$ cat src/rtl/rv32i_pkg.sv
// RV32I shared definitions: base opcodes, immediate formats, ID/EX register layout.
// Pure declarations and small decode helpers; no state.
// Used by operand_stage and imm_gen (the branch unit reuses imm_gen as well).
package rv32i_pkg;

  localparam logic [6:0] OPC_LUI      = 7'b0110111;
  localparam logic [6:0] OPC_AUIPC    = 7'b0010111;
  localparam logic [6:0] OPC_JAL      = 7'b1101111;
  localparam logic [6:0] OPC_JALR     = 7'b1100111;
  localparam logic [6:0] OPC_BRANCH   = 7'b1100011;
  localparam logic [6:0] OPC_LOAD     = 7'b0000011;
  localparam logic [6:0] OPC_STORE    = 7'b0100011;
  localparam logic [6:0] OPC_OP_IMM   = 7'b0010011;
  localparam logic [6:0] OPC_OP       = 7'b0110011;
  localparam logic [6:0] OPC_MISC_MEM = 7'b0001111;
  localparam logic [6:0] OPC_SYSTEM   = 7'b1110011;

  typedef enum logic [2:0] {
    IMM_I    = 3'd0,
    IMM_S    = 3'd1,
    IMM_B    = 3'd2,
    IMM_U    = 3'd3,
    IMM_J    = 3'd4,
    IMM_NONE = 3'd5
  } imm_type_e;

  // Contents of the ID/EX pipeline register (valid bit kept separately).
  typedef struct packed {
    logic [31:0] pc;
    logic [31:0] instr;
    logic [31:0] rs1_val;
    logic [31:0] rs2_val;
    logic [4:0]  rs1;
    logic [4:0]  rs2;
    logic [4:0]  rd;
    logic [31:0] imm;
    logic        rd_we;
    logic        is_load;
    logic        illegal;
  } idex_t;

  // Immediate format implied by the opcode.
  function automatic imm_type_e imm_type_of(input logic [6:0] opc);
    imm_type_e t;
    case (opc)
      OPC_JALR, OPC_LOAD, OPC_OP_IMM, OPC_SYSTEM: t = IMM_I;
      OPC_STORE:                                  t = IMM_S;
      OPC_BRANCH:                                 t = IMM_B;
      OPC_LUI, OPC_AUIPC:                         t = IMM_U;
      OPC_JAL:                                    t = IMM_J;
      default:                                    t = IMM_NONE;
    endcase
    return t;
  endfunction

  // True for the eleven RV32I base opcodes (low two bits are 2'b11 in all of them).
  function automatic logic is_rv32i_opcode(input logic [6:0] opc);
    logic ok;
    case (opc)
      OPC_LUI, OPC_AUIPC, OPC_JAL, OPC_JALR, OPC_BRANCH, OPC_LOAD,
      OPC_STORE, OPC_OP_IMM, OPC_OP, OPC_MISC_MEM, OPC_SYSTEM: ok = 1'b1;
      default:                                                 ok = 1'b0;
    endcase
    return ok;
  endfunction

endpackage

$ cat src/rtl/imm_gen.sv
// RV32I immediate generator: sign-extended immediate selected by opcode format.
// Latency: purely combinational, zero cycles.
// Backpressure: none; output follows instr directly.
module imm_gen
  import rv32i_pkg::*;
(
  input  logic [31:0] instr,
  output logic [31:0] imm
);

  imm_type_e imm_type;

  assign imm_type = imm_type_of(instr[6:0]);

  // Reassemble the scattered immediate bits for each format; bit 31 is always the sign.
  always_comb begin
    imm = 32'd0;
    case (imm_type)
      IMM_I:   imm = {{20{instr[31]}}, instr[31:20]};
      IMM_S:   imm = {{20{instr[31]}}, instr[31:25], instr[11:7]};
      IMM_B:   imm = {{19{instr[31]}}, instr[31], instr[7], instr[30:25], instr[11:8], 1'b0};
      IMM_U:   imm = {instr[31:12], 12'd0};
      IMM_J:   imm = {{11{instr[31]}}, instr[31], instr[19:12], instr[20], instr[30:21], 1'b0};
      default: imm = 32'd0;
    endcase
  end

endmodule

$ cat src/rtl/operand_stage.sv
// Decode/operand fetch into the ID/EX register, with WB bypass and load-use bubble.
// Latency: one cycle accept-to-out_valid. Optional OPERAND_STAGE_ILLEGAL_DETECT_EN flags non-RV32I opcodes.
// Backpressure: in_ready drops while ID/EX is held (out_valid && !out_ready), on a load-use hazard, or on flush.
module operand_stage
  import rv32i_pkg::*;
(
  input  logic        clk,
  input  logic        reset_n,
  input  logic        in_valid,
  output logic        in_ready,
  input  logic [31:0] in_instr,
  input  logic [31:0] in_pc,
  output logic [4:0]  rs1,
  output logic [4:0]  rs2,
  input  logic [31:0] rf_data1,
  input  logic [31:0] rf_data2,
  input  logic        wb_we,
  input  logic [4:0]  wb_rd,
  input  logic [31:0] wb_data,
  input  logic        flush,
  output logic        out_valid,
  input  logic        out_ready,
  output logic [31:0] out_pc,
  output logic [31:0] out_instr,
  output logic [31:0] out_rs1_val,
  output logic [31:0] out_rs2_val,
  output logic [4:0]  out_rs1,
  output logic [4:0]  out_rs2,
  output logic [4:0]  out_rd,
  output logic [31:0] out_imm,
  output logic        out_rd_we,
  output logic        out_is_load,
  output logic        out_illegal
);

  logic        valid_q;
  idex_t       idex_q;
  idex_t       idex_d;

  logic [6:0]  opc;
  logic [4:0]  rd;
  logic [31:0] imm;
  logic        use_rs1;
  logic        use_rs2;
  logic        writes_rd;
  logic        illegal;
  logic        advance;
  logic        hazard;

  assign opc = in_instr[6:0];
  assign rd  = in_instr[11:7];
  assign rs1 = in_instr[19:15];
  assign rs2 = in_instr[24:20];

  imm_gen u_imm_gen (
    .instr (in_instr),
    .imm   (imm)
  );

`ifdef OPERAND_STAGE_ILLEGAL_DETECT_EN
  assign illegal = (in_instr[1:0] != 2'b11) || !is_rv32i_opcode(opc);
`else
  assign illegal = 1'b0;
`endif

  // Source-register usage per opcode; only real reads can create a load-use stall.
  always_comb begin
    use_rs1   = !((opc == OPC_LUI) || (opc == OPC_AUIPC) || (opc == OPC_JAL));
    use_rs2   = (opc == OPC_OP) || (opc == OPC_STORE) || (opc == OPC_BRANCH);
    writes_rd = (opc == OPC_LUI) || (opc == OPC_AUIPC) || (opc == OPC_JAL) ||
                (opc == OPC_JALR) || (opc == OPC_LOAD) || (opc == OPC_OP_IMM) ||
                (opc == OPC_OP);
  end

  assign advance = !valid_q || out_ready;

  // A load still sitting in ID/EX cannot forward its data yet, so the consumer waits one cycle.
  assign hazard = valid_q && idex_q.is_load && (idex_q.rd != 5'd0) &&
                  ((use_rs1 && (idex_q.rd == rs1)) || (use_rs2 && (idex_q.rd == rs2)));

  assign in_ready = reset_n && !flush && advance && !hazard;

  // Next ID/EX contents; operands take the WB bypass so a same-cycle write is seen.
  always_comb begin
    idex_d         = '0;
    idex_d.pc      = in_pc;
    idex_d.instr   = in_instr;
    idex_d.rs1     = rs1;
    idex_d.rs2     = rs2;
    idex_d.rd      = rd;
    idex_d.imm     = imm;
    idex_d.illegal = illegal;
    idex_d.rd_we   = writes_rd && (rd != 5'd0) && !illegal;
    idex_d.is_load = (opc == OPC_LOAD) && !illegal;

    if (rs1 == 5'd0)                      idex_d.rs1_val = 32'd0;
    else if (wb_we && (wb_rd == rs1))     idex_d.rs1_val = wb_data;
    else                                  idex_d.rs1_val = rf_data1;

    if (rs2 == 5'd0)                      idex_d.rs2_val = 32'd0;
    else if (wb_we && (wb_rd == rs2))     idex_d.rs2_val = wb_data;
    else                                  idex_d.rs2_val = rf_data2;
  end

  // ID/EX register: reset, flush, bubble, capture, drain, else hold.
  always_ff @(posedge clk) begin
    if (!reset_n) begin
      valid_q <= 1'b0;
      idex_q  <= '0;
    end else if (flush) begin
      valid_q <= 1'b0;
    end else if (advance && hazard) begin
      valid_q <= 1'b0;
    end else if (in_valid && in_ready) begin
      valid_q <= 1'b1;
      idex_q  <= idex_d;
    end else if (advance) begin
      valid_q <= 1'b0;
    end
  end

  assign out_valid   = valid_q;
  assign out_pc      = idex_q.pc;
  assign out_instr   = idex_q.instr;
  assign out_rs1_val = idex_q.rs1_val;
  assign out_rs2_val = idex_q.rs2_val;
  assign out_rs1     = idex_q.rs1;
  assign out_rs2     = idex_q.rs2;
  assign out_rd      = idex_q.rd;
  assign out_imm     = idex_q.imm;
  assign out_rd_we   = idex_q.rd_we;
  assign out_is_load = idex_q.is_load;
  assign out_illegal = idex_q.illegal;

endmodule

$ cat config.mk
export PLATFORM = sky130hd
export DESIGN_NAME = operand_stage
export DESIGN_NICKNAME = d
export VERILOG_FILES = /design/src/rtl/rv32i_pkg.sv /design/src/rtl/imm_gen.sv /design/src/rtl/operand_stage.sv
export SDC_FILE = /design/constraint.sdc
export NUM_CORES = 1
export LEC_CHECK = 0
export ABC_CLOCK_PERIOD_IN_PS = 3800
export BUFFER_PORTS_ARGS = -buffer_cell sky130_fd_sc_hd__buf_2
export CAP_MARGIN = 20
export CORE_AREA = 2 2 141 143
export DETAILED_ROUTE_END_ITERATION = 8
export DIE_AREA = 0 0 143 145
export PLACE_DENSITY = 0.74
export SYNTH_ARGS = -nofsm -noshare
export SYNTH_HDL_FRONTEND = slang
export SYNTH_SLANG_ARGS = --single-unit
export TNS_END_PERCENT = 10
$ cat constraint.sdc
create_clock -name clk -period 3.8 [get_ports clk]
set_clock_uncertainty 0.2 [all_clocks]
set_input_delay 0.38 -clock clk [delete_from_list [all_inputs] [get_ports clk]]
set_output_delay 0.38 -clock clk [all_outputs]
set_load 0.05 [all_outputs]
# ---- Yosys cells after proc, flatten, opt, wreduce, memory -nomap -nowiden
# Index checks and enable logic that the tools add are counted.
dict set report totals {
  register_bits 178
  out_inout_bits 190
  wordCells 77
}
dict set report classes {
  n_eq_ne 18
  muxes 8
  n_bitwise 3
  reduce_logical 37
}
# cell count
set op_table {}
lappend op_table {{32-bit one-hot mux with 5 select lines} 1}
lappend op_table {{32-bit 2-to-1 mux} 4}
lappend op_table {{7-bit equality test, second input constant} 4}
lappend op_table {{7-bit by 6-bit equality test with 1-bit output, second input constant} 3}
lappend op_table {{5-bit equality test} 4}
lappend op_table {{3-bit one-hot mux with 5 select lines} 1}
lappend op_table {{7-bit by 5-bit equality test with 1-bit output, second input constant} 2}
lappend op_table {{1-bit logical AND} 13}
lappend op_table {{5-bit zero test} 2}
lappend op_table {{1-bit logical OR} 10}
lappend op_table {{5-bit nonzero test} 2}
lappend op_table {{7-bit by 2-bit equality test with 1-bit output, second input constant} 1}
lappend op_table {{3-bit by 2-bit equality test with 1-bit output, second input constant} 2}
lappend op_table {{1-bit zero test} 4}
lappend op_table {{4-bit OR reduction} 1}
lappend op_table {{3-bit by 1-bit equality test with 1-bit output, second input constant} 1}
lappend op_table {{3-bit equality test, second input constant} 1}
lappend op_table {{3-bit zero test} 1}
lappend op_table {{1-bit NOT} 3}
lappend op_table {{3-bit AND reduction} 1}
lappend op_table {{3-bit OR reduction} 1}
lappend op_table {{1-bit 2-to-1 mux} 2}
lappend op_table {{2-bit nonzero test} 1}
lappend op_table {{2-bit OR reduction} 1}

# ---- Longest topological paths before layout
# Gate-level depths: netlist (run 1).
dict set report logic_depth {
  word_depth 11
  mapped_depth 9
  ltp_nobuf 5
}

# ---- Modules after synthesis
# Synthesis (run 1) repeated with hierarchy kept, for this count alone.
dict set report unflattened {
  cells_unflattened 866
  hier_area_um2 8036.5
}
# module n_inst cells_each area_each_um2 seq_area_each_um2
set by_module_without_submodules {}
lappend by_module_without_submodules {operand_stage 1 795 7508.5 3263.1}
lappend by_module_without_submodules {imm_gen 1 71 528.0 0.0}

# ---- Worst setup path before layout (run 1)
# No wires, ideal clock.
dict set report synth_path {
  path_kind {reg2reg}
  from {register, netlist name out_instr[7]}
  to {register idex_q (netlist bit out_imm[25])}
  setup_ns 0.072
  arrival_ns 2.379
  required_time_ns 3.528
  path_slack_ns 1.150
  path_stages_with_launch 7
  n_path_buf 1
  path_cell_list {dfxtp_1 -> or3_1 -> o311a_1 -> and3_4 -> a311oi_2 -> buf_6 -> mux2i_1}
}
# item line_no
set synth_rtl {}
lappend synth_rtl {{to (signal assigned)} operand_stage.sv:116} ;# idex_q <= idex_d;
lappend synth_rtl {{to (decl)} operand_stage.sv:37} ;# idex_t idex_q;

==> flow_metrics.tcl, run 1 <==
set metrics [dict create \
    fp.coreArea_sq_um 19200 \
    synth_top_area_share_pct 39.0 \
    ir_drop_uv 276 \
    cts_buffer_depth 2 \
    critPathMaxStageDelay_ns 0.38 \
    slew_violations 0 \
    htreeDepth 4 \
    cp_max_fo 6 \
    p_int_uw 2950 \
    power_leakage_uw 0.00623 \
    post_route_cells_drive_above_1_share_pct 31.9 \
    hold_path_class "in2reg" \
    cp_slowest_cell "or3_1" \
    hpwl_microns 18500 \
    cts_hold_buf 36 \
    synth_nets 1141 \
    nNetsFinal 1467 \
    holdWs_ns 0.0152 \
    worstPathCellList "or3_1 -> o311a_1 -> and3_4 -> a31oi_1 -> and3_1 -> buf_2" \
    critical_path_buf_inv_count 1 \
    min_path_cells 3 \
    row_count 51 \
    hold_viol 0 \
    critical_path.top_delay_family "simple AND/OR/NAND/NOR gates" \
    ys_ff_latch 163 \
    netlist_area_sq_um 8370 \
    r2r-end "out_pc[20]" \
    seq_power_share_pct 40.9 \
    grtUsageMet3_pct 7.69 \
    p_comb_share_pct 19.8 \
    place_ws_ns 0.941 \
    p_sw_uw 1490 \
    switching_share_pct 33.6 \
    worst_slack_ns 0.777 \
    via_count 8085 \
    yosys_warnings 0 \
    critPathRequiredTime_ns 3.22 \
    globalRoute.totalOverflow 0 \
    die_area_sq_um 20700 \
    cts_tree "done" \
    ys_seq_area_share_pct 39.0 \
    diodes 0 \
    max_slew_margin_pct 31.5 \
    outcome "complete, no violations" \
    die_w_microns 143 \
    crit_type "reg2out" \
    cts.sinks 163 \
    tns_ns 0 \
    fillers 1711 \
    syn_to_final_growth_pct 31.8 \
    period_share_pct 79.5 \
    rr_worst_depth 6 \
    pwr-share-clk_pct 39.3 \
    synth_common_cells "dfxtp_1 (163), nand2_1 (163), mux2i_1 (158), and3_1 (69), inv_1 (65)" \
    r2r_slack_ns 1.09 \
    wl_per_cell_microns 17.0 \
    period_needed_ns 3.02 \
    routed_via_density 5.14 \
    startpoint "out_instr[7]" \
    drt_iter0_markers 411 \
    synth-async-reset-ratio_pct 0 \
    firstDrtPassIters 5 \
    final_area_sq_um 11000 \
    setup_viol 0 \
    cts_setup_buffers 0 \
    worstSetupEndpointType "output port" \
    antenna_found_initial 2 \
    grt_pass1_wl_microns 40800 \
    arrival_ns 2.44 \
    numCtsBuffers 17 \
    worstHoldStart "in_instr[14]" \
    postSynthAreaPerCell_sq_um 8.63 \
    die_h_microns 145 \
    clk_latency_ns 0.43 \
    synth_cell_types 45 \
    synth_cells 970 \
    postCtsResizedCells 0 \
    start_util_pct 43.6 \
    register_area_sq_um 3260 \
    r2r-start "out_instr[7]" \
    ant_nets 0 \
    multi_input_area_sq_um 4280 \
    synth_edf_count 0 \
    max-cap-violations 0 \
    cts_root_buffer "clkbuf_16" \
    grt_pass1_vias 7663 \
    p_per_area_nw_per_um2 402 \
    grtUsageMet2_pct 43.1 \
    portBuffers 359 \
    globalRouteMet1Util_pct 28.8 \
    drc 0 \
    ioPinCount 361 \
    synth_top_flop_cell "dfxtp_1" \
    fmax_ghz 0.331 \
    path_clk_slew_ns 0.07 \
    worst_pin_slew_ns 1.03 \
    synth_area_leader_cell "dfxtp_1" \
    synth_area_leaders "dfxtp_1 (39%), mux2i_1 (19%), nand2_1 (7.3%)" \
    place.gp.congestion 0.870 \
    grt.busiest_layer "met2" \
    rsz0062_at_grt "no" \
    grt_use_total_pct 25.0 \
    grt_max_degree 96 \
    start_kind "flip-flop" \
    drt_wl_total_microns 26800 \
    postPlaceCellArea_sq_um 10100 \
    holdPathEnd "out_instr[14]" \
]
-- metal layers --
layer  wire length (microns)  up-vias
met5                      21        -
met4                     791        4
met3                    2320       57
met2                   13100      366
met1                   10500     3718
li1                        -     3940
-- cells by family (layout without fill, tap and decap cells) --
| group | Yosys count | after routing | synth area share [%] |
|---|---|---|---|
| AND/OR/NAND/NOR | 275 | 275 | 15.5 |
| multiplexers | 158 | 158 | 18.9 |
| AO/OA/AOI/OAI | 184 | 184 | 14.3 |
| flip-flops | 163 | 163 | 39.0 |
| XOR/XNOR | 20 | 20 | 2.09 |
| other | 1 | 1 | 0.0448 |
| buffers and inverters | 169 | 508 | 10.1 |
-- metrics by stage --
stage / utilization, % / instances / total power, uW
floorplan: - / 970 / 2450
global route: 57.4 / 1574 / 4620
CTS: 57.4 / 1573 / 4480
detailed placement: 52.4 / 1505 / 2700
finish: 57.4 / 1574 / 4440
global placement: 52.4 / 1505 / 2690
-- worst min-delay path, cell delays in order --
cell and delay, ns:
buf_2 0.12, inv_1 0.05, mux2i_1 0.05
-- worst max path at each step --
stage / slack (ns) / to / cells past startpoint
after global routing: 0.67 / in_ready / 6
after CTS: 0.77 / in_ready / 6
after global placement: 1.00 / out_imm[0] / 7
after detailed placement: 0.94 / out_pc[9] / 7
final: 0.78 / in_ready / 6
after floorplan: 1.15 / out_imm[25] / 6
-- flip-flops by register name, summed over array words and instances, names as in the netlist --
register,flops
out_rs2_val,32
out_instr,32
out_rd_we,1
out_pc,32
out_is_load,1
out_rs1_val,32
out_imm,32
out_valid,1
-- area by class of cell --
type	count	share of cell area, %
clock buffer	18	3.98
tap	265	3.01
multi-input combinational	638	38.8
sequential	163	29.6
inverter	65	2.21
clock inverter	14	1.46
timing repair buffer	411	20.9
-- cell usage in the layout (no fill, tap or decap), drive strengths merged, types with 16 or more instances in the layout --
master       count
inv             72
xor2            18
a21boi          65
and3            70
dfxtp          163
a21oi           16
o21ai           69
clkbuf          18
buf            374
mux2i          158
nand2          163
dlygate4sd3     37
a22oi           16
-- power groups by stage --
| stage | Sequential, uW | Clock, uW | Combinational [uW] |
|---|---|---|---|
| finish | 1820 | 1740 | 879 |
| global route | 1820 | 1860 | 934 |
| CTS | 1810 | 1790 | 877 |
| detailed placement | 1850 | 0 | 847 |
| global placement | 1850 | 0 | 838 |
| floorplan | 2090 | 0 | 365 |
(Power assumes the default switching activity.)
==> run 2: changes to the inputs <==
ABC_AREA = 1   (was not set)
ABC_CLOCK_PERIOD_IN_PS = 2850   (was 3800)
CORE_AREA = not set   (was 2 2 141 143)
CORE_UTILIZATION = 50   (was not set)
DIE_AREA = not set   (was 0 0 143 145)
PLACE_DENSITY = 0.81   (was 0.74)
clock period = 2.85 ns   (was 3.8 ns; I/O delays follow)
==> flow_metrics.tcl, run 2 <==
set metrics [dict create \
    synth-async-reset-ratio_pct 0 \
    period_share_pct 94.4 \
    routed_via_density 5.21 \
    fp.coreArea_sq_um 18600 \
    hold_viol 0 \
    critPathMaxStageDelay_ns 0.54 \
    slew_violations 0 \
    fmax_ghz 0.372 \
    ys_ff_latch 163 \
    synth_cells 1570 \
    grt_max_degree 88 \
    die_h_microns 140 \
    grt_use_total_pct 32.4 \
    postSynthAreaPerCell_sq_um 6.05 \
    p_per_area_nw_per_um2 499 \
    globalRoute.totalOverflow 0 \
    row_count 50 \
    power_leakage_uw 0.00703 \
    outcome "complete, no violations" \
    cts.sinks 163 \
    ys_seq_area_share_pct 34.4 \
    netlist_area_sq_um 9500 \
    crit_type "in2out" \
    worst_pin_slew_ns 0.803 \
    htreeDepth 4 \
    yosysMostFrequentCell "nand2_1" \
    synth_nets 1741 \
    ioPinCount 361 \
    ant_nets 0 \
    final_common_cell "nand2_1" \
    synth_common_cells "nand2_1 (463), nor2_1 (294), inv_1 (179), dfxtp_1 (163), nand4_1 (117)" \
    p_total_uw 6100 \
    path_clk_slew_ns 0.07 \
    numCtsBuffers 17 \
    setup_viol 0 \
    nNetsFinal 2065 \
    grt_pass1_vias 9860 \
    max_slew_margin_pct 46.5 \
    critPathRequiredTime_ns 2.37 \
    syn_to_final_growth_pct 28.7 \
    arrival_ns 2.21 \
    ir_drop_uv 392 \
    worstPathCellList "dlygate4sd3_1 -> buf_2 -> nand2_1 -> nor2_4 -> nand2_2 -> nand2_2 -> inv_2 -> nand2_1 -> nand2_2 -> a21boi_1 -> clkbuf_4" \
    synth_top_area_share_pct 34.4 \
    yosys_warnings 0 \
    tns_ns 0 \
    cts_root_buffer "clkbuf_16" \
    crit_path_frequent_cell "nand2_2" \
    cp_slowest_cell "dlygate4sd3_1" \
    antenna_found_initial 1 \
    via_count 11200 \
    drc 0 \
    worstSetupEndpointType "output port" \
    clk_latency_ns 0.43 \
    period_needed_ns 2.69 \
    post_route_cells_drive_above_1_share_pct 24.4 \
    start_kind "input port" \
    synth_area_leaders "dfxtp_1 (34%), nand2_1 (18%), nor2_1 (12%)" \
    die_area_sq_um 19500 \
    layout_common_cells "nand2_1 (463), buf_2 (357), nor2_1 (290), inv_1 (179), dfxtp_1 (163)" \
    firstDrtPassIters 6 \
    cts_buffer_depth 2 \
    hold_path_class "in2reg" \
    cts_tree "done" \
    die_w_microns 140 \
    synth_cell_types 30 \
    synth_top_flop_cell "dfxtp_1" \
    grt_pass1_wl_microns 50500 \
    place.gp.congestion 0.890 \
    drt_iter0_markers 728 \
    hpwl_microns 22100 \
    start_util_pct 50.9 \
    synth_edf_count 0 \
    drt_wl_total_microns 32800 \
    portBuffers 359 \
    cp_max_fo 12 \
    rsz0062_at_grt "no" \
    max-cap-violations 0 \
    wl_per_cell_microns 15.3 \
    synth_area_leader_cell "dfxtp_1" \
]
==> run 2: cell count changes after synthesis, moves of 27 or more <==
cell	change
o21ai_0	-55
inv_1	+114
buf_2	+27
a21oi_1	+45
nor2_1	+287
mux2i_1	-158
nand2_1	+300
and3_1	-69
nand3_1	+57
nand4_1	+117
a21boi_0	-38
==> run 2: where the power goes <==
group / total (uW) / leakage, uW / internal, uW / switching [uW]
clock: 2270 / 0.000263 / 1160 / 1110
combinational: 1400 / 0.00544 / 398 / 999
sequential: 2430 / 0.00133 / 2370 / 57.3
total: 6100 / 0.00703 / 3930 / 2170
==> run 2: path summary, 6_finish.rpt <==
kind,from,to,slack (ns),depth (start not counted)
hold reg to reg,out_imm[8],out_imm[8],0.26,2
hold / removal,rf_data1[22],out_rs1_val[22],0.02,5
setup / recovery,in_instr[0],in_ready,0.16,11
setup reg to reg,out_instr[9],out_instr[14],0.55,12
==> run 2: timing repair <==
item                                    CTS  global route
endpoints found under the hold margin    50             0
endpoints found under the setup margin    0             1
resized for setup                         0             1
hold buffers                             51             0
setup buffers                             0             4
==> run 2: cells by family (layout without fill, tap and decap cells) <==
kind of cell / after synthesis / in the layout / share of synthesized area (%)
compound gates: 101 / 101 / 6.25
xor+xnor: 7 / 7 / 0.646
buf+inv: 334 / 671 / 15.8
flops: 163 / 163 / 34.4
other cells: 1 / 2 / 0.0395
simple gates: 964 / 964 / 42.9
==> run 2: cell type report <==
| class | instances | area (sq um) |
|---|---|---|
| Inverter | 199 | 747 |
| Timing Repair Buffer | 440 | 2570 |
| Sequential cell | 163 | 3260 |
| Clock buffer | 17 | 425 |
| Fill cell | 1732 | 6420 |
| Multi-Input combinational cell | 1073 | 4770 |
| Clock inverter | 15 | 148 |
| Antenna cell | 1 | 2.50 |
| Tap cell | 234 | 293 |
==> run 2: metal layers <==
metal | GRT usage [%] | vias up | wire (microns)
li1 | - | 5464 | -
met1 | 38.5 | 4934 | 12800
met2 | 53.1 | 625 | 15200
met3 | 7.95 | 131 | 3000
met4 | 19.1 | 2 | 1820
met5 | 0 | - | 10
==> run 2: critical path, delay by kind of cell <==
family	cells	cell delay [ns]
buf+inv	4	0.97
simple gates	6	0.79
compound gates	1	0.15
==> run 2: metrics by stage <==
| stage | utilization, % | hold WS, ns | area [sq um] | setup slack, ns | cells |
|---|---|---|---|---|---|
| global route | 65.5 | 0.00873 | 12200 | 0.0166 | 2141 |
| detailed placement | 59.6 | 0.252 | 11100 | 0.387 | 2054 |
| finish | 65.6 | 0.0181 | 12200 | 0.160 | 2142 |
| global placement | 59.6 | 0.250 | 11100 | 0.436 | 2054 |
| floorplan | - | 0.220 | 9500 | 0.232 | 1570 |
| CTS | 65.4 | 0.00350 | 12200 | 0.0365 | 2137 |
==> run 3: changes to the inputs <==
ABC_CLOCK_PERIOD_IN_PS = 2400   (was 2850)
CORE_ASPECT_RATIO = 1.2   (was not set)
CORE_UTILIZATION = 45   (was 50)
PLACE_DENSITY = 0.77   (was 0.81)
clock period = 2.4 ns   (was 2.85 ns; I/O delays follow)
==> flow_metrics.tcl, run 3 (synthesis results as in run 2) <==
set metrics [dict create \
    period_needed_ns 2.28 \
    setup_viol 0 \
    portBuffers 359 \
    period_share_pct 95.0 \
    layout_common_cells "nand2_1 (463), buf_2 (357), nor2_1 (290), inv_1 (179), dfxtp_1 (163)" \
    wl_per_cell_microns 15.1 \
    grt_pass1_vias 10000 \
    drc 0 \
    drt_wl_total_microns 33600 \
    htreeDepth 4 \
    grt_use_total_pct 30.1 \
    firstDrtPassIters 5 \
    die_h_microns 161 \
    worst_pin_slew_ns 0.754 \
    final_common_cell "nand2_1" \
    hold_path_class "in2reg" \
    syn_to_final_growth_pct 35.1 \
    drt_iter0_markers 933 \
    via_count 11200 \
    worstSetupEndpointType "output port" \
    cts_buffer_depth 2 \
    fp.coreArea_sq_um 20500 \
    die_w_microns 135 \
    rsz0062_at_grt "no" \
    grt_pass1_wl_microns 51800 \
    max_slew_margin_pct 49.8 \
    power_leakage_uw 0.00732 \
    p_total_uw 7360 \
    hpwl_microns 23000 \
    nNetsFinal 2113 \
    cts_tree "done" \
    place.gp.congestion 0.914 \
    cp_max_fo 4 \
    row_count 57 \
    routed_via_density 5.02 \
    ant_nets 0 \
    worstPathCellList "dlygate4sd3_1 -> buf_2 -> nand3_1 -> inv_2 -> nand2_2 -> nand2_2 -> inv_2 -> nand2_1 -> nand2_2 -> a21boi_2 -> buf_4" \
    cts_root_buffer "clkbuf_16" \
    slew_violations 0 \
    grt_max_degree 73 \
    start_kind "input port" \
    ioPinCount 361 \
    p_per_area_nw_per_um2 574 \
    start_util_pct 46.4 \
    max-cap-violations 0 \
    ir_drop_uv 453 \
    cts.sinks 163 \
    clk_latency_ns 0.42 \
    tns_ns 0 \
    cp_slowest_cell "dlygate4sd3_1" \
    hold_viol 0 \
    post_route_cells_drive_above_1_share_pct 24.5 \
    outcome "complete, no violations" \
    critPathRequiredTime_ns 1.96 \
    critical_path_buf_inv_count 5 \
    arrival_ns 1.84 \
    path_clk_slew_ns 0.08 \
    numCtsBuffers 17 \
    crit_type "in2out" \
    crit_path_frequent_cell "nand2_2" \
    fmax_ghz 0.439 \
    critical_path.top_delay_family "buffers and inverters" \
    antenna_found_initial 2 \
    globalRoute.totalOverflow 0 \
    critPathMaxStageDelay_ns 0.53 \
    die_area_sq_um 21700 \
]
## run 3: changes by cell type in the layout (fill, tap and decap cells not counted), moves of 2 or more
| cell | delta |
|---|---|
| buf_12 | +7 |
| dlygate4sd3_1 | +35 |
| inv_6 | +2 |
| clkinv_4 | +5 |
| inv_8 | -5 |
| a21oi_2 | +2 |
| clkinvlp_4 | -4 |
| a21oi_4 | -2 |
| buf_4 | +4 |
| clkinv_8 | -2 |
| clkbuf_8 | +3 |
## run 3: timing repair
item / 4_1_cts / 5_1_grt
hold buffers: 87 / 0
setup buffers: 0 / 2
endpoints found under the setup margin: 0 / 10
hold endpoints to repair: 85 / 0
resized for setup: 0 / 4
## run 3: worst reg2reg max path, stage by stage, from the launching register on
cell and delay, ns:
dfxtp_1 0.48, xnor2_1 0.16, nand2_1 0.06, nor2_1 0.09, nand2_1 0.07, nand2_2 0.11
nand2_4 0.07, nand3_4 0.09, buf_4 0.17, buf_12 0.28, nand2_1 0.13, nand2_1 0.08
nor2_1 0.05
## run 3: layout make-up
class,count,area [sq um]
clock inverter,12,120
timing repair buffer,488,3140
clock buffer,20,467
fill,1898,7640
multi-input combinational,1073,4760
antenna,2,5.00
tap,265,332
inverter,199,747
sequential,163,3260
## run 3: report_power, final
part	internal (uW)	total [uW]	leakage, uW	switching, uW
sequential	2820	2890	0.00133	66.0
combinational	534	1730	0.00570	1200
clock	1530	2740	0.000284	1210
total	4890	7360	0.00732	2470
## run 3: per-stage QoR
stage | utilization [%] | instances | cell area [sq um] | hold WS (ns) | worst slack, ns
4_1_cts | 62.3 | 2217 | 12800 | 0.00104 | 0.0154
6_report | 62.7 | 2222 | 12800 | 0.00961 | 0.120
3_5_place_dp | 55.2 | 2098 | 11300 | 0.251 | 0.194
3_3_place_gp | 55.2 | 2098 | 11300 | 0.249 | 0.238
2_1_floorplan | - | 1570 | 9500 | 0.175 | 0.156
5_1_grt | 62.7 | 2221 | 12800 | 0.0123 | 0.0104
## run 3: final timing paths
check	startpoint	end	slack, ns	cells after the start
worst max-delay path	in_instr[6]	in_ready	0.12	11
worst min-delay path	rf_data1[26]	out_rs1_val[26]	0.01	5
worst max register to register	out_instr[11]	out_instr[14]	0.25	12
worst min register to register	out_instr[28]	out_instr[28]	0.26	2
## run 3: routing by layer
layer	global-route usage [%]	part of all wire, %
met2	53.2	49
met1	34.5	39
met4	13.4	4.2
met3	6.75	8.0
met5	0	0
